File: config.mk
export PLATFORM = sky130hd
export DESIGN_NAME = cent_input_cond
export DESIGN_NICKNAME = d
export VERILOG_FILES = /design/src/rtl/cent_input_pkg.sv /design/src/rtl/cent_debounce.sv /design/src/rtl/cent_input_cond.sv
export SDC_FILE = /design/constraint.sdc
export NUM_CORES = 1
export LEC_CHECK = 0
export ABC_AREA = 1
export BUFFER_PORTS_ARGS = -buffer_cell sky130_fd_sc_hd__buf_2
export CORE_UTILIZATION = 25
export CTS_CLUSTER_SIZE = 10
export DETAILED_ROUTE_END_ITERATION = 7
export PLACE_DENSITY_LB_ADDON = 0.05
export SLEW_MARGIN = 20
export SYNTH_ARGS = -nofsm -noshare
export SYNTH_HDL_FRONTEND = slang
export SYNTH_HIERARCHICAL = 1
export SYNTH_SLANG_ARGS = --single-unit
export TNS_END_PERCENT = 5
File: constraint.sdc
create_clock -name clk12m -period 4.3 [get_ports clk12m]
set_input_delay 0.43 -clock clk12m [delete_from_list [all_inputs] [get_ports clk12m]]
set_output_delay 0.43 -clock clk12m [all_outputs]
set_load 0.02 [all_outputs]
File: src/rtl/cent_input_pkg.sv
// Shared constants for the Centipede player-input conditioner: bus bit positions,
// the all-inactive bus value and the coin state machine encoding.
package cent_input_pkg;

    localparam int PI_COIN_R    = 9;
    localparam int PI_COIN_C    = 8;
    localparam int PI_COIN_L    = 7;
    localparam int PI_SELF_TEST = 6;
    localparam int PI_COCKTAIL  = 5;
    localparam int PI_SLAM      = 4;
    localparam int PI_START1    = 3;
    localparam int PI_START2    = 2;
    localparam int PI_FIRE2     = 1;
    localparam int PI_FIRE1     = 0;

    // Every control released; cocktail is the only active-high bit, so it sits at 0.
    localparam logic [9:0] PI_IDLE = 10'h3DF;

    typedef enum logic [1:0] {
        IDLE  = 2'd0,
        PULSE = 2'd1,
        HOLD  = 2'd2
    } coin_state_e;

endpackage

File: src/rtl/cent_debounce.sv
// One button: two-flop synchronizer followed by a counter that only lets the
// stable level change after DEBOUNCE_CYCLES consecutive disagreeing samples.
module cent_debounce
    import cent_input_pkg::*;
#(
    parameter int DEBOUNCE_CYCLES = 120000
) (
    input  logic clk12m,
    input  logic reset,
    input  logic btn_raw_i,
    output logic stable_o
);

    localparam int CW = $clog2(DEBOUNCE_CYCLES);

    logic          sync1_q, sync1_d;
    logic          sync2_q, sync2_d;
    logic          stable_q, stable_d;
    logic [CW-1:0] cnt_q, cnt_d;

    always_comb begin
        sync1_d  = btn_raw_i;
        sync2_d  = sync1_q;
        stable_d = stable_q;
        cnt_d    = '0;
        if (sync2_q != stable_q) begin
            if (cnt_q == CW'(DEBOUNCE_CYCLES - 1)) begin
                stable_d = ~stable_q;
            end else begin
                cnt_d = cnt_q + CW'(1);
            end
        end
    end

    always_ff @(posedge clk12m) begin
        if (reset) begin
            sync1_q  <= 1'b0;
            sync2_q  <= 1'b0;
            stable_q <= 1'b0;
            cnt_q    <= '0;
        end else begin
            sync1_q  <= sync1_d;
            sync2_q  <= sync2_d;
            stable_q <= stable_d;
            cnt_q    <= cnt_d;
        end
    end

    assign stable_o = stable_q;

endmodule

File: src/rtl/cent_input_cond.sv
// Conditions raw buttons into the Centipede playerinput bus with a one-shot coin pulse.
// Define CENT_AUTO_PLAY_EN to synchronize and merge the auto_*_n auto-play inputs.
module cent_input_cond
    import cent_input_pkg::*;
#(
    parameter int DEBOUNCE_CYCLES   = 120000,
    parameter int COIN_PULSE_CYCLES = 600000
) (
    input  logic       clk12m,
    input  logic       reset,
    input  logic [2:0] btn_i,
    input  logic       auto_coin_n,
    input  logic       auto_start_n,
    input  logic       auto_throw_n,
    output logic [9:0] playerinput_o,
    output logic [7:0] coin_count_o,
    output logic       coin_busy_o
);

    localparam int PCW = $clog2(COIN_PULSE_CYCLES + 1);

    logic [2:0] stable;

    for (genvar i = 0; i < 3; i++) begin : g_db
        cent_debounce #(
            .DEBOUNCE_CYCLES(DEBOUNCE_CYCLES)
        ) u_db (
            .clk12m   (clk12m),
            .reset    (reset),
            .btn_raw_i(btn_i[i]),
            .stable_o (stable[i])
        );
    end

    logic auto_start, auto_throw, auto_coin_fall, auto_coin_idle;

`ifdef CENT_AUTO_PLAY_EN
    logic [2:0] auto_s1_q, auto_s1_d;
    logic [2:0] auto_s2_q, auto_s2_d;
    logic       auto_coin_prev_q, auto_coin_prev_d;

    always_comb begin
        auto_s1_d        = {auto_throw_n, auto_start_n, auto_coin_n};
        auto_s2_d        = auto_s1_q;
        auto_coin_prev_d = auto_s2_q[0];
    end

    // Auto inputs are active-low, so their synchronizers rest at 1 to avoid a phantom press.
    always_ff @(posedge clk12m) begin
        if (reset) begin
            auto_s1_q        <= '1;
            auto_s2_q        <= '1;
            auto_coin_prev_q <= 1'b1;
        end else begin
            auto_s1_q        <= auto_s1_d;
            auto_s2_q        <= auto_s2_d;
            auto_coin_prev_q <= auto_coin_prev_d;
        end
    end

    assign auto_start     = ~auto_s2_q[1];
    assign auto_throw     = ~auto_s2_q[2];
    assign auto_coin_fall = auto_coin_prev_q & ~auto_s2_q[0];
    assign auto_coin_idle = auto_s2_q[0];
`else
    logic unused_auto;
    assign unused_auto    = &{1'b0, auto_coin_n, auto_start_n, auto_throw_n};
    assign auto_start     = 1'b0;
    assign auto_throw     = 1'b0;
    assign auto_coin_fall = 1'b0;
    assign auto_coin_idle = 1'b1;
`endif

    coin_state_e    state_q, state_d;
    logic [PCW-1:0] pulse_cnt_q, pulse_cnt_d;
    logic [7:0]     coin_count_q, coin_count_d;
    logic           coin_prev_q, coin_prev_d;
    logic           coin_busy_q, coin_busy_d;
    logic [9:0]     playerinput_q, playerinput_d;
    logic           coin_trigger;

    always_comb begin
        coin_trigger = (stable[0] & ~coin_prev_q) | auto_coin_fall;
        coin_prev_d  = stable[0];
        state_d      = state_q;
        pulse_cnt_d  = pulse_cnt_q;
        coin_count_d = coin_count_q;
        unique case (state_q)
            IDLE: begin
                if (coin_trigger) begin
                    state_d      = PULSE;
                    pulse_cnt_d  = '0;
                    coin_count_d = coin_count_q + 8'd1;
                end
            end
            PULSE: begin
                if (pulse_cnt_q == PCW'(COIN_PULSE_CYCLES - 1)) begin
                    state_d = HOLD;
                end else begin
                    pulse_cnt_d = pulse_cnt_q + PCW'(1);
                end
            end
            HOLD: begin
                if (!stable[0] && auto_coin_idle) begin
                    state_d = IDLE;
                end
            end
            default: state_d = IDLE;
        endcase

        // Outputs follow the next state so coin_l low spans exactly the PULSE residency.
        coin_busy_d              = (state_d != IDLE);
        playerinput_d            = PI_IDLE;
        playerinput_d[PI_START1] = ~(stable[1] | auto_start);
        playerinput_d[PI_FIRE1]  = ~(stable[2] | auto_throw);
        playerinput_d[PI_COIN_L] = (state_d != PULSE);
    end

    always_ff @(posedge clk12m) begin
        if (reset) begin
            state_q       <= IDLE;
            pulse_cnt_q   <= '0;
            coin_count_q  <= '0;
            coin_prev_q   <= 1'b0;
            coin_busy_q   <= 1'b0;
            playerinput_q <= PI_IDLE;
        end else begin
            state_q       <= state_d;
            pulse_cnt_q   <= pulse_cnt_d;
            coin_count_q  <= coin_count_d;
            coin_prev_q   <= coin_prev_d;
            coin_busy_q   <= coin_busy_d;
            playerinput_q <= playerinput_d;
        end
    end

    assign playerinput_o = playerinput_q;
    assign coin_count_o  = coin_count_q;
    assign coin_busy_o   = coin_busy_q;

endmodule

==> metrics, run 1 <==
run status completed; Max VDD drop 0.169 mV; DR WL/cell 11.4 um; first-pass GRT wire length 18000 um; P_leak 1.80 nW; hold-fix buffer count after cts 0; max_slew headroom 0.562; Pre-antenna DRT Iters 4; Final setup viols 0; RePlAce Congestion 0.714; Critical Path Source Type flop; fraction of layout cells with a size suffix above 1 0.110; simple-gate area share of the yosys netlist 0.383; Reg power frac 0.521; antenna diode count 0; largest net degree at the start of global routing 27; Worst setup EP type flop; Post-layout nets 726; number of synthesized flops with an enable pin 0; CTS HTree Levels 3; Area growth syn-to-layout 11.8%; core region area 18700 sq um; PD cells 319 nW/um^2; compound-gate portion of the synthesized area 0.0695; FMAX 490 MHz; Setup Fix Bufs, Post-CTS 0; Max clock buf depth 2; crit path kind flop to flop; Cell Area, Synth 4760 sq um; Comb pwr share 0.017; final critical-path required period 2.04 ns; Initial Util 0.254; MaxCap Viol Count 0; synthesized flop and latch total 95; Req. time, crit path 4.55 ns; Top Ports 27; Hold WC Path Type input port to flop; Skew-Pair Late Insertion Delay 0.35 ns; switch share 0.241; CTS clk-pin slew, worst paths 0.07 ns; # DRC 0; critical path peak fanout 26; die width 140 um; net switching power 408 uW; Slew Limit Fails 0; Die ar. 19600 sq um; largest area contributor in the netlist dfxtp_1; r2r setup slk 2.26 ns; Syn Inst Count 695; via density per instance 4.20; Remaining Overflow, GRT 0; largest cells by area after synthesis dfxtp_1, nand2_1, nor2_1; post-synth top area share 0.400; register area share after synthesis 0.400; vias in the first global route 3675; RSZ-0062 raised after global routing no; Top FF cell, synth dfxtp_1; CTS buffer count 9; Die H 140 um; clock skew after layout 0.00729 ns; post-layout power 1.70 mW; DR iter-0 viols 156; largest family of logic cells by synthesized area simple AND/OR/NAND/NOR gates; cts repair resizes 0; Root Driver clkbuf_16; post-synthesis mux area share 0; Arr. time, crit path 2.29 ns; TritonCTS clock tree done; WL final 10800 um; Avg Cell Area, Syn 6.84 sq um; row cnt 50; worst-margin pin slew 0.655 ns; ys async rst share 0; Post-Synth XOR/XNOR Area 0.0424; DR vias 3999; detailed placement HPWL 7920 um; Final Hold Vio Count 0; design internal power 1.29 mW; final period utilization 0.475; distinct cell type count of the synthesized netlist 31; Yosys Warn Count 6; FF/Latch Area 1900 sq um; Layout fillers 2053; # clock sinks 95; area of the multi-input gates 2440 sq um; initial antenna violation count 0; Clk pwr share 0.462; Setup Total Neg Slack 0 ns; Post-Synth Adder-Cell Area 0.0132; Antenna Violating Nets Remaining 0; Tot GR Track Use 0.116; IO buf count 16
-- synthesized netlist by cell type, types with 3 or more instances --
cell type  number
buf_6           4
nand3_1        40
xor2_1         17
nor3_1          3
nand2_2        12
nor2_2          4
nor2_4          3
ha_1            5
or2_0           3
nand2_4         4
nand2_1       161
nand3_2        10
o21ai_0        17
nand4_1        15
nor2_1        143
xnor2_1         6
a21oi_2         3
or2_2           6
buf_4           7
dfxtp_1        95
a21oi_1        42
inv_1          83
-- through the flow --
step	util	hold WS (ns)	instance area [sq um]	setup slack [ns]	instances
6_report	0.284	0.281	5320	2.26	952
4_1_cts	0.284	0.260	5320	2.21	952
5_1_grt	0.284	0.283	5320	2.01	952
3_3_place_gp	0.269	0.379	5040	2.25	936
3_5_place_dp	0.269	0.372	5040	2.23	936
2_1_floorplan	-	0.366	4770	2.70	700
-- layout make-up --
class                      instances  share of cell area
clock buffer                       9              0.0424
clock inverter                     7             0.00989
inverter                          86              0.0607
multi-input combinational        505               0.459
sequential                        95               0.358
tap                              234              0.0551
timing repair buffer              16              0.0151
-- flip-flops by register name, indices dropped and copies added, names as in the netlist --
| register | flops |
|---|---|
| coin_prev_q | 1 |
| playerinput_o | 3 |
| g_db.u_db/sync1_q | 3 |
| coin_busy_o | 1 |
| pulse_cnt_q | 20 |
| g_db.u_db/cnt_q | 51 |
| g_db.u_db/sync2_q | 3 |
| g_db.u_db/stable_o | 3 |
| coin_count_o | 8 |
| state_q | 2 |
-- power groups by stage --
stage | Clock (mW) | Sequential (mW) | Combinational, mW
after floorplan | 0 | 0.904 | 0.0264
after global placement | 0 | 0.904 | 0.0290
after detailed placement | 0 | 0.904 | 0.0293
after CTS | 0.824 | 0.883 | 0.0293
after global routing | 0.852 | 0.884 | 0.0324
final | 0.783 | 0.884 | 0.0283
-- worst paths after layout --
kind | endpoint | start | depth (start not counted)
setup / recovery | coin_busy_o | pulse_cnt_q[0] | 10
hold / removal | g_db[2].u_db/sync1_q | btn_i[2] | 3
setup reg to reg | coin_busy_o | pulse_cnt_q[0] | 10
hold reg to reg | playerinput_o[0] | g_db[2].u_db/stable_o | 1
-- layer usage --
metal | global-route usage | part of all wire | vias up
met4 | 0.0451 | 0.012 | 0
met5 | 0 | 0 | -
li1 | - | - | 2187
met2 | 0.186 | 0.44 | 52
met1 | 0.149 | 0.50 | 1753
met3 | 0.0308 | 0.045 | 7
-- critical path, cell delays in order, from the launching register on --
cell and delay (ns):
dfxtp_1 0.42, ha_1 0.29, nand3_2 0.18, nor2_2 0.17, nand3_1 0.11, nand2_2 0.10, nand2_4 0.19, inv_2 0.23
nor2_1 0.09, nor2_1 0.11, inv_1 0.04
-- cell families after synthesis --
family / count (synthesis)
adder cells (fa/ha/maj): 5
AND/OR/NAND/NOR: 407
flip-flops: 95
XOR/XNOR: 23
AO/OA/AOI/OAI: 63
other: 2
buffers and inverters: 100
-- cells in the final DEF, fill, tap and decap left out, types with 4 or more instances in the layout --
cell type and instances:
a21oi_1 42, nand2_2 12, nand2_1 161, nor2_2 4, nand4_1 15, nand3_2 10
xnor2_1 6, o21ai_0 17, clkbuf_16 9, nand2_4 4, nor2_1 143, inv_6 4
inv_1 83, xor2_1 17, or2_2 6, buf_2 16, dfxtp_1 95, nand3_1 40
conb_1 7, ha_1 5
Power figures use the tool's default switching activity.
==> run 2: changes to the inputs <==
Settings changed: ABC_AREA 1 to 0.
Clock period 4.3 ns to 1.9 ns, I/O delays scaled along.
==> metrics, run 2 <==
Die ar. 18000 sq um (-8.1%); run status completed; worst r2r path cells 6 (-4); worst r2r src state_q[0]; DR WL/cell 12.1 um (+6.8%); CP top delay family simple AND/OR/NAND/NOR gates; antenna diode count 0 (unchanged); FMAX 537 MHz (+9.6%); ys async rst share 0 (unchanged); met1 Resource Use GR 0.141 (-0.00807); Max clock buf depth 2 (unchanged); cts repair resizes 2 (+2); fraction of layout cells with a size suffix above 1 0.213 (+0.103); Initial Util 0.259 (+0.00516); CP startpoint state_q[0]; Final Hold Vio Count 0 (unchanged); max FFs per register 51 (unchanged); Req. time, crit path 2.14 ns (-2.41 ns); Skew-Pair Late Insertion Delay 0.34 ns (about the same); vias in the first global route 2975 (-19%); Remaining Overflow, GRT 0 (unchanged); Crit. path cell count 6 (-4); register area share after synthesis 0.436 (+0.0360); critical path peak fanout 5 (-81%); number of synthesized flops with an enable pin 0 (unchanged); Biggest register g_db.u_db/cnt_q; P_leak 1.85 nW (+2.8%); utilization after layout 0.309 (+0.0250); worst-path cell chain or4b_4 -> a2111oi_4 -> buf_4 -> nand4_1 -> xor2_1 -> nor2_2; Pre-antenna DRT Iters 4 (unchanged); detailed placement HPWL 6200 um (-22%); distinct cell type count of the synthesized netlist 52 (+68%); crit path kind flop to flop; largest cells by area after synthesis dfxtp_1, xor2_1, nor2_1; largest area contributor in the netlist dfxtp_1; Tot GR Track Use 0.105 (-0.0115); FF-to-FF End pulse_cnt_q[17]; Yosys Warn Count 6 (unchanged); Top FF cell, synth dfxtp_1; CP bufs+invs 1 (-1); Worst path slowest cell or4b_4; Slew Limit Fails 0 (unchanged); Post-layout nets 524 (-28%); Cell Area, Synth 4360 sq um (-8.3%); Max VDD drop 0.496 mV (+190%); clock skew after layout 0.00574 ns (-0.00155 ns); Hold WC Path Type input port to flop; PD cells 777 nW/um^2 (+140%); met2 usage 0.161 (-0.0249); synthesized flop and latch total 95 (unchanged); CTS clk-pin slew, worst paths 0.07 ns (about the same); met3 usage 0.0193 (-0.0115); CTS buffer count 9 (unchanged); # DRC 0 (unchanged); final critical-path required period 1.86 ns (-0.178 ns); initial antenna violation count 0 (unchanged); Final Cell Area 5200 sq um (-2.2%); post-layout power 4.04 mW (+140%); Die H 134 um (-4.2%); DR vias 3194 (-20%); Area growth syn-to-layout 19.2%; CTS HTree Levels 3 (unchanged); Avg Cell Area, Syn 9.30 sq um (+36%); Critical Path Source Type flop; RePlAce Congestion 0.718 (+0.57%); top-count cell post-synth dfxtp_1; DP Area 4840 sq um (-3.9%); first-pass GRT wire length 14900 um (-17%); die width 134 um (-4.2%); most common cell after layout, fill and taps aside dfxtp_1; CP max stage delay 0.59 ns (+0.17 ns); Syn Inst Count 469 (-33%); Top Ports 27 (unchanged); Antenna Violating Nets Remaining 0 (unchanged); IO buf count 16 (unchanged); DR iter-0 viols 87 (-44%); largest net degree at the start of global routing 18 (-33%); RSZ-0062 raised after global routing yes; post-synth top area share 0.436 (+0.0360); WL final 8930 um (-17%); Root Driver clkbuf_16; TritonCTS clock tree done; busiest grt layer met2; row cnt 47 (-6.0%); via density per instance 4.34 (+3.3%); MaxCap Viol Count 0 (unchanged); CP Capture Point pulse_cnt_q[17]; Worst setup EP type flop; Setup Fix Bufs, Post-CTS 0 (unchanged); core region area 16800 sq um (-10%); commonest cells after routing, fill and taps aside dfxtp_1, nor2_1, xor2_1; Final setup viols 0 (unchanged); # clock sinks 95 (unchanged); hold-fix buffer count after cts 0 (unchanged); synth cell count leaders dfxtp_1, nor2_1, xor2_1, nand4_1, nand3_1; final period utilization 0.980 (+0.506); r2r setup slk 0.04 ns (-2.22 ns); Arr. time, crit path 2.10 ns (-0.19 ns)
==> run 2: per-layer routing <==
layer,share of wire,vias to the layer above
li1,-,1678
met5,0,-
met1,0.51,1485
met3,0.020,10
met4,0.017,0
met2,0.45,21
==> run 2: area by class of cell <==
cell class	instances	area, sq um
Fill cell	1828	11600
Tap cell	220	275
Inverter	11	41.3
Clock inverter	7	96.3
Multi-Input combinational cell	339	2270
Timing Repair Buffer	55	385
Clock buffer	9	225
Sequential cell	95	1900
==> run 2: power breakdown <==
| group | switching (mW) | total (mW) | internal (mW) | leakage [nW] |
|---|---|---|---|---|
| Combinational | 0.0479 | 0.0723 | 0.0244 | 0.936 |
| Sequential | 0.00424 | 2.00 | 2.00 | 0.766 |
| Clock | 0.808 | 1.96 | 1.16 | 0.148 |
| Total | 0.860 | 4.04 | 3.18 | 1.85 |
==> run 2: logic make-up (layout without fill, tap and decap cells) <==
kind of cell               count (synthesis)  count (layout)  synth area share
and+or+nand+nor                          226             226             0.291
DFF                                       95              95             0.436
xor gates and xnor gates                  64              64             0.128
buffers and inverters                     40              82            0.0556
AOI/OAI and AO/OA                         36              36            0.0700
adders and majority gates                  5               5            0.0143
other                                      2               7           0.00172
muxes                                      1               1           0.00258
==> run 2: how the worst min path moves through the flow <==
stage / startpoint / end / slack, ns / cells after the start
floorplan: reset / g_db[0].u_db/stable_o / 0.26 / 1
global placement: btn_i[0] / g_db[0].u_db/sync1_q / 0.41 / 2
detailed placement: btn_i[2] / g_db[2].u_db/sync1_q / 0.40 / 2
CTS: btn_i[2] / g_db[2].u_db/sync1_q / 0.04 / 2
global route: btn_i[2] / g_db[2].u_db/sync1_q / 0.05 / 2
finish: btn_i[2] / g_db[2].u_db/sync1_q / 0.06 / 2
==> run 2: through the flow <==
step / setup WS (ns) / cells / hold slack [ns] / setup TNS (ns)
6_report: 0.0372 / 736 / 0.0581 / 0
5_1_grt: -0.108 / 736 / 0.0549 / -0.221
4_1_cts: 0.0126 / 736 / 0.0412 / 0
3_5_place_dp: -0.0745 / 720 / 0.402 / -0.270
3_3_place_gp: -0.0538 / 720 / 0.414 / -0.194
2_1_floorplan: 0.00506 / 474 / 0.259 / 0
